## src/rtl/envelope_threshold_detector_pkg.sv

```systemverilog
// Shared types and constants for the envelope burst qualifier.
// Provides the FSM state encoding, default qualification counts and a counter-width helper.
package envelope_threshold_detector_pkg;

  typedef enum logic [1:0] {
    IDLE    = 2'd0,
    ATTACK  = 2'd1,
    ACTIVE  = 2'd2,
    RELEASE = 2'd3
  } state_t;

  localparam int DEF_ATTACK_CNT = 3;
  localparam int DEF_HOLD_CNT   = 4;

  // Bits needed to hold values 0..max_val, never less than one.
  function automatic int cnt_width(input int max_val);
    return (max_val < 1) ? 1 : $clog2(max_val + 1);
  endfunction

endpackage

```

## src/rtl/envelope_threshold_detector_sat_counter.sv

```systemverilog
// Saturating up-counter with synchronous load-to-one; load wins over enable.
module sat_counter #(
  parameter int WIDTH = 16
) (
  input  logic             clk,
  input  logic             rst,
  input  logic             load,
  input  logic             en,
  output logic [WIDTH-1:0] count
);

  always_ff @(posedge clk or posedge rst) begin
    if (rst)
      count <= '0;
    else if (load)
      count <= WIDTH'(1);
    else if (en && !(&count))
      count <= count + WIDTH'(1);
  end

endmodule

```

## src/rtl/envelope_threshold_detector.sv

```systemverilog
// Burst qualifier for the envelope stream: hysteresis thresholds, attack/hold
// counts, rise/fall events, burst peak and saturating burst length.
module envelope_threshold_detector
  import envelope_threshold_detector_pkg::*;
#(
  parameter int DATA_WIDTH = 32,
  parameter int ATTACK_CNT = DEF_ATTACK_CNT,
  parameter int HOLD_CNT   = DEF_HOLD_CNT,
  parameter int LEN_WIDTH  = 16
) (
  input  logic                  clk,
  input  logic                  rst,
  input  logic                  sample_en,
  input  logic [DATA_WIDTH-1:0] envelope_in,
  input  logic [DATA_WIDTH-1:0] thr_on,
  input  logic [DATA_WIDTH-1:0] thr_off,
  output logic                  detect,
  output logic                  rise_pulse,
  output logic                  fall_pulse,
  output logic [DATA_WIDTH-1:0] peak_value,
  output logic [LEN_WIDTH-1:0]  burst_len
);

  localparam int CNT_MAX = (ATTACK_CNT > HOLD_CNT) ? ATTACK_CNT : HOLD_CNT;
  localparam int CW      = cnt_width(CNT_MAX);
  localparam logic [CW-1:0] ATK_LAST  = CW'(ATTACK_CNT);
  localparam logic [CW-1:0] HOLD_LAST = CW'(HOLD_CNT);

  state_t        state;
  logic [CW-1:0] cnt;
  logic [CW-1:0] cnt_inc;
  logic          above_on;
  logic          below_off;
  logic          in_burst;
  logic          start;

  always_comb begin
    above_on  = (envelope_in >= thr_on);
    below_off = (envelope_in < thr_off);
    in_burst  = (state == ACTIVE) || (state == RELEASE);
    cnt_inc   = cnt + CW'(1);
    start     = 1'b0;
    if (sample_en) begin
      case (state)
        IDLE:    start = above_on && (ATTACK_CNT == 1);
        ATTACK:  start = above_on && (cnt_inc == ATK_LAST);
        default: start = 1'b0;
      endcase
    end
  end

  // cnt counts qualifying samples while in ATTACK/RELEASE and is cleared on entry to IDLE/ACTIVE.
  always_ff @(posedge clk or posedge rst) begin
    if (rst) begin
      state      <= IDLE;
      cnt        <= '0;
      detect     <= 1'b0;
      rise_pulse <= 1'b0;
      fall_pulse <= 1'b0;
      peak_value <= '0;
    end else begin
      rise_pulse <= start;
      fall_pulse <= 1'b0;
      if (start) begin
        state      <= ACTIVE;
        cnt        <= '0;
        detect     <= 1'b1;
        peak_value <= envelope_in;
      end else if (sample_en) begin
        if (in_burst && (envelope_in > peak_value))
          peak_value <= envelope_in;
        case (state)
          IDLE: begin
            if (above_on) begin
              state <= ATTACK;
              cnt   <= CW'(1);
            end
          end
          ATTACK: begin
            if (above_on) begin
              cnt <= cnt_inc;
            end else begin
              state <= IDLE;
              cnt   <= '0;
            end
          end
          ACTIVE: begin
            if (below_off) begin
              if (HOLD_CNT == 1) begin
                state      <= IDLE;
                cnt        <= '0;
                detect     <= 1'b0;
                fall_pulse <= 1'b1;
              end else begin
                state <= RELEASE;
                cnt   <= CW'(1);
              end
            end
          end
          RELEASE: begin
            if (!below_off) begin
              state <= ACTIVE;
              cnt   <= '0;
            end else if (cnt_inc == HOLD_LAST) begin
              state      <= IDLE;
              cnt        <= '0;
              detect     <= 1'b0;
              fall_pulse <= 1'b1;
            end else begin
              cnt <= cnt_inc;
            end
          end
          default: begin
            state <= IDLE;
            cnt   <= '0;
          end
        endcase
      end
    end
  end

  sat_counter #(.WIDTH(LEN_WIDTH)) u_len (
    .clk   (clk),
    .rst   (rst),
    .load  (start),
    .en    (sample_en && in_burst),
    .count (burst_len)
  );

endmodule

```

## config.mk

```make
export PLATFORM = sky130hd
export DESIGN_NAME = envelope_threshold_detector
export DESIGN_NICKNAME = d
export VERILOG_FILES = /design/src/rtl/envelope_threshold_detector_pkg.sv /design/src/rtl/envelope_threshold_detector_sat_counter.sv /design/src/rtl/envelope_threshold_detector.sv
export SDC_FILE = /design/constraint.sdc
export NUM_CORES = 1
export LEC_CHECK = 0
export CAP_MARGIN = 20
export CORE_UTILIZATION = 48
export CTS_CLUSTER_SIZE = 14
export DETAILED_ROUTE_END_ITERATION = 8
export PLACE_DENSITY = 0.8
export SYNTH_ARGS = -nofsm -noshare
export SYNTH_HDL_FRONTEND = slang
export SYNTH_SLANG_ARGS = --single-unit
```

## constraint.sdc

```tcl
create_clock -name clk -period 3.01 [get_ports clk]
set_clock_uncertainty 0.05 [all_clocks]
set_input_delay 0.602 -clock clk [delete_from_list [all_inputs] [get_ports clk]]
set_output_delay 0.602 -clock clk [all_outputs]
set_load 0.01 [all_outputs]
```

======== Yosys cells after proc, flatten, opt, wreduce, memory -nomap -nowiden ========
Index checks and enable logic that the tools add are counted.
operators by class
  magnitude comparators ................... 3
  reduce and logical (&&, ||, !) cells .... 18
  mux-type cells .......................... 33
  add/sub/neg operators ................... 2
  equality and inequality tests ........... 9
operators by type and width
  kind                                                                     count
  32-bit two-way mux                                                       3
  32-bit >= comparator                                                     1
  32-bit > comparator                                                      1
  32-bit < comparator                                                      1
  16-bit two-way mux                                                       2
  3-bit two-way mux                                                        7
  16-bit by 1-bit adder with 16-bit output, second input constant          1
  16-bit AND reduction                                                     1
  2-bit two-way mux                                                        7
  1-bit two-way mux                                                        12
  3-bit one-hot mux with 4 select lines                                    1
  2-bit nonzero test                                                       6
  3-bit inequality test, second input constant                             3
  2-bit one-hot mux with 4 select lines                                    1
  5-bit AND reduction                                                      1
  2-bit equality test, second input constant                               2
  1-bit logical AND                                                        4
  4-bit by 3-bit inequality test with 1-bit output, second input constant  1
  4-bit AND reduction                                                      1
  3-bit by 1-bit adder with 3-bit output, second input constant            1
  3-bit by 2-bit equality test with 1-bit output, second input constant    1
  3-bit equality test, second input constant                               1
  3-bit AND reduction                                                      1
  2-bit by 1-bit equality test with 1-bit output, second input constant    1
  other kinds (4)                                                          4
storage, ports and cells
  input port bits ......................... 99
  word-level logic and storage cells ...... 72
  flip-flop bits (word level) ............. 56

======== Depth between registers and ports, before layout ========
Gate-level depths: netlist of run 1.
  word-level depth ........................ 7
  mapped depth ............................ 11

======== Cells and area by module ========
From an unflattened synthesis of run 1, not the netlist that was laid out.
unflattened totals
  cells, all modules ...................... 561
  area total of the unflattened synthesis .. 5,156.2 um^2
modules (own cells, without submodules)
  module                       area each (um^2)  seq. area each (um^2)  cells each  times used
  envelope_threshold_detector  4,235.3           1,001.0                457         1
  sat_counter                  920.9             400.4                  104         1

======== Worst setup path after synthesis of run 1 ========
OpenSTA, ideal clock, no wires.
  path kind ............................... input to register
  start point ............................. in envelope_in[0]
  end point ............................... reg peak_value[0]
  arrival time ............................ 2.822 ns
  buffers on the path ..................... 1
  slack ................................... 0.013 ns
  stages on the path ...................... 11
  library setup time ...................... 0.125 ns
  cell sequence ........................... inv_1 ha_1 nand2b_1 a2111o_1 a221oi_2 o21ai_1 a31oi_4 nor3_2 a211o_4 buf_6 mux2_4
on the way
  word-level cells in the longest chain between the ends .. 6
  elaborated cells between the ends (all ways) .. 12
  those cells by class .................... 2 x order compare; 5 x mux; 5 x reduce/logical
ends and longest elaborated chain
  item                           RTL line                           text
  start: declaration             envelope_threshold_detector.sv:14  input logic [DATA_WIDTH-1:0] envelope_in,
  32-bit >= comparator           envelope_threshold_detector.sv:38  above_on = (envelope_in >= thr_on);
  1-bit logical AND              envelope_threshold_detector.sv:46  ATTACK: start = above_on && (cnt_inc == ATK_LAST);
  1-bit two-way mux              envelope_threshold_detector.sv:44  case (state)
  1-bit two-way mux              envelope_threshold_detector.sv:43  if (sample_en) begin
  2-bit nonzero test (no line)   --
  2-bit AND reduction (no line)  --
  end signal: assignment         envelope_threshold_detector.sv:68  peak_value <= envelope_in;
  end signal: assignment         envelope_threshold_detector.sv:71  peak_value <= envelope_in;
  end: declaration               envelope_threshold_detector.sv:20  output logic [DATA_WIDTH-1:0] peak_value,
Parallel ways exist; a longest one is shown, timed or not. The select of a mux whose other input is x is not followed.
A chain may end at the register's enable or synchronous reset.

======== Worst setup path in the final report of run 1 ========
  start point ............................. in envelope_in[5]
  end point ............................... reg peak_value[20]
The elaborated chain is that of the path after synthesis.

==> reports/results.txt, run 1 <==
# IOs = 150
Core Footprint = 0.009819 sq mm
Mapped Area = 0.004897 sq mm
CP max FO = 8
Synth Flop Type = dfrtp_1
Clock Path Buffers = 2
Non-Filler Instances = 875
Startpoint Class = input pin
reg2reg path depth = 11
layout filler cell count = 655
Wirelength per Cell = 16.67 um
clk sink count = 56
Seq/Total Area, Yosys = 28.62%
# rows = 36
cell taking the most area after synthesis = dfrtp_1
Final nets = 939
initial antenna violation count = 0
number of port buffers = 149
synthesized area per cell = 9.328 sq um
Antenna Cells = 0
post-synth net total = 723
Initial DRC Count = 146
vias per cell = 5.378
CP startpoint = envelope_in[5]
first-pass GRT wire length = 21740 um
Synth Instances = 525
vias in the first global route = 4904
Post-synth EDFFs = 0
R2R Setup Slk = 0.22 ns
share of cells above drive strength 1 = 26.82%
asr flop ratio synth = 100.0%
Final Hold Viols = 0
most common cell in the netlist = inv_1
total chip power = 4.103 mW
clock-pin slew of the registers on the worst-case setup and hold paths = 0.10 ns
RePlAce Congestion = 0.8496
clock tree from TritonCTS = yes
MaxCap Viol Count = 0
Num CTS Buffers = 5
Worst slew margin = 69.02%
yosys warns = 0
Skew-Pair Late Insertion Delay = 0.32 ns
Die Wd = 103.0 um
number of distinct library cells after synthesis = 47
Cells after DPL = 865
post-synthesis register bit count = 56
Final min period = 2.952 ns
measured slew at the worst slew-check pin = 0.4530 ns
initial core utilization = 49.87%
area grow syn2layout = 58.51%
largest cells by area after synthesis = dfrtp_1 29%, ha_1 25%, mux2_4 9.2%, inv_1 7.9%, a21oi_1 3.2%
post-route clock period utilization = 98.06%
Max Slew Vio Count = 0
Synth top cells by count = 103 x inv_1, 99 x ha_1, 56 x dfrtp_1, 31 x a21oi_1, 30 x mux2_4
Post-DP HPWL = 11060 um
Reg-to-Reg Start = peak_value[17]
worst hold path class = in -> async
router iterations before antenna repair = 4
highest clock rate = 0.3388 GHz
die height = 103.0 um
Pwr Density = 528.6 mW/mm^2
Finish-stage setup viols = 0
H-tree levels = 2
Final Util = 79.05%
Worst EP required = 3.16 ns
post-route setup TNS = 0 ns
largest net degree at the start of global routing = 28
DIE AREA = 0.01061 sq mm
WL final = 14590 um
root buffer cell = clkbuf_8
Max VDD drop = 0.2891 mV
run status = complete, no violations
total global-route track usage = 26.19%
GRT overflow = 0
critical path data arrival time = 3.10 ns
top cell type's share of synthesized area = 28.62%
WS Path Type = in -> reg
DRC viols = 0
Worst setup EP type = flop
Static Leak = 3.924 nW
via count = 4706
post-route ant nets = 0
worst hold slack = 0.4690 ns
path summary, 6_finish.rpt:
| check | to |
|---|---|
| min in group clk | detect |
| worst min-delay path | u_len.count[8] |
| worst max-delay path | peak_value[20] |
| max in group asynchronous | peak_value[29] |
| worst max register to register | peak_value[20] |
| worst min register to register | detect |
routing by layer:
layer	part of all wire (%)	GRT usage [%]	wire length (um)
met1	40	30.54	5889
met2	52	49.13	7652
met3	4.4	3.322	637
met4	2.8	9.101	409
met5	0	0	0
critical path, stage by stage:
cell and delay, ns:
dlygate4sd2_1 0.28, ha_4 0.25, a21o_1 0.15, a21o_1 0.20, a221oi_4 0.33, o21ai_2 0.13, a31oi_4 0.22, nor3_4 0.07
a211o_4 0.39, buf_12 0.17, mux2_4 0.30
cells in the final DEF (no fill, tap or decap), types with 5 or more instances in the layout:
| cell type | instances |
|---|---|
| a21o_1 | 11 |
| a21oi_1 | 20 |
| a21oi_2 | 7 |
| and4_1 | 5 |
| buf_4 | 59 |
| clkbuf_2 | 5 |
| clkbuf_8 | 5 |
| clkdlybuf4s15_1 | 6 |
| clkdlybuf4s50_1 | 94 |
| dfrtp_1 | 56 |
| dlygate4sd2_1 | 16 |
| dlymetal6s2s_1 | 27 |
| ha_1 | 69 |
| ha_4 | 26 |
| inv_1 | 85 |
| inv_2 | 18 |
| mux2_4 | 32 |
| nand2_1 | 25 |
| nand2b_1 | 8 |
| nand3_1 | 11 |
| nand4_1 | 20 |
| nor2_1 | 25 |
| nor3_1 | 5 |
| o21ai_0 | 16 |
| o21ai_1 | 6 |
| o21ai_2 | 6 |
| xnor2_1 | 5 |
| xor2_1 | 7 |
where the power goes:
part / internal [mW] / switching [mW]
clock: 0.166 / 0.254
combinational: 1.41 / 1.00
sequential: 0.997 / 0.275
total: 2.57 / 1.53
sequential cells by signal (all words and copies together) (netlist names):
name,flops
u_len.count,16
cnt,3
detect,1
peak_value,32
fall_pulse,1
state,2
rise_pulse,1
final cells by class:
| class | count | area (sq um) | share of cell area, % |
|---|---|---|---|
| clock buffer | 6 | 72.57 | 0.9349 |
| clock inverter | 2 | 16.27 | 0.2095 |
| inverter | 103 | 386.6 | 4.981 |
| multi-input combinational | 361 | 3651 | 47.03 |
| sequential | 56 | 1401 | 18.05 |
| tap | 133 | 166.4 | 2.144 |
| timing repair buffer | 214 | 2068 | 26.64 |
kinds of logic (layout without fill, tap and decap cells):
kind of cell             after synthesis  in the layout  synth area share (%)
AND/OR/NAND/NOR                      120            120                 12.62
buffers and inverters                108            325                 8.789
adder cells (fa/ha/maj)               99             99                 25.29
AO/OA/AOI/OAI                         97             97                 12.67
flip-flops                            56             56                 28.62
multiplexers                          33             33                 9.862
XOR/XNOR                              12             12                 2.146
repair_timing:
item / CTS / global route
setup endpoints to repair: 36 / 38
gates cloned: 1 / 0
setup buffers: 2 / 1
resized for setup: 74 / 112
pin swaps: 34 / 41
hold buffers: 0 / 0
per-stage QoR:
stage / cell area [sq um] / setup slack [ns]
3_5_place_dp: 7022 / -0.7533
4_1_cts: 7342 / 0.0007527
2_1_floorplan: 4897 / 0.01300
5_1_grt: 7762 / -0.03166
3_3_place_gp: 7022 / -0.6604
6_report: 7762 / 0.05829
No activity file was read; power rests on OpenSTA's default activity.
==> inputs of run 2 (changes only) <==
Settings changed: CAP_MARGIN 20 to 0.
==> results of run 2 <==
Same layout as run 1: the final DEF is identical, and so are final timing and power.
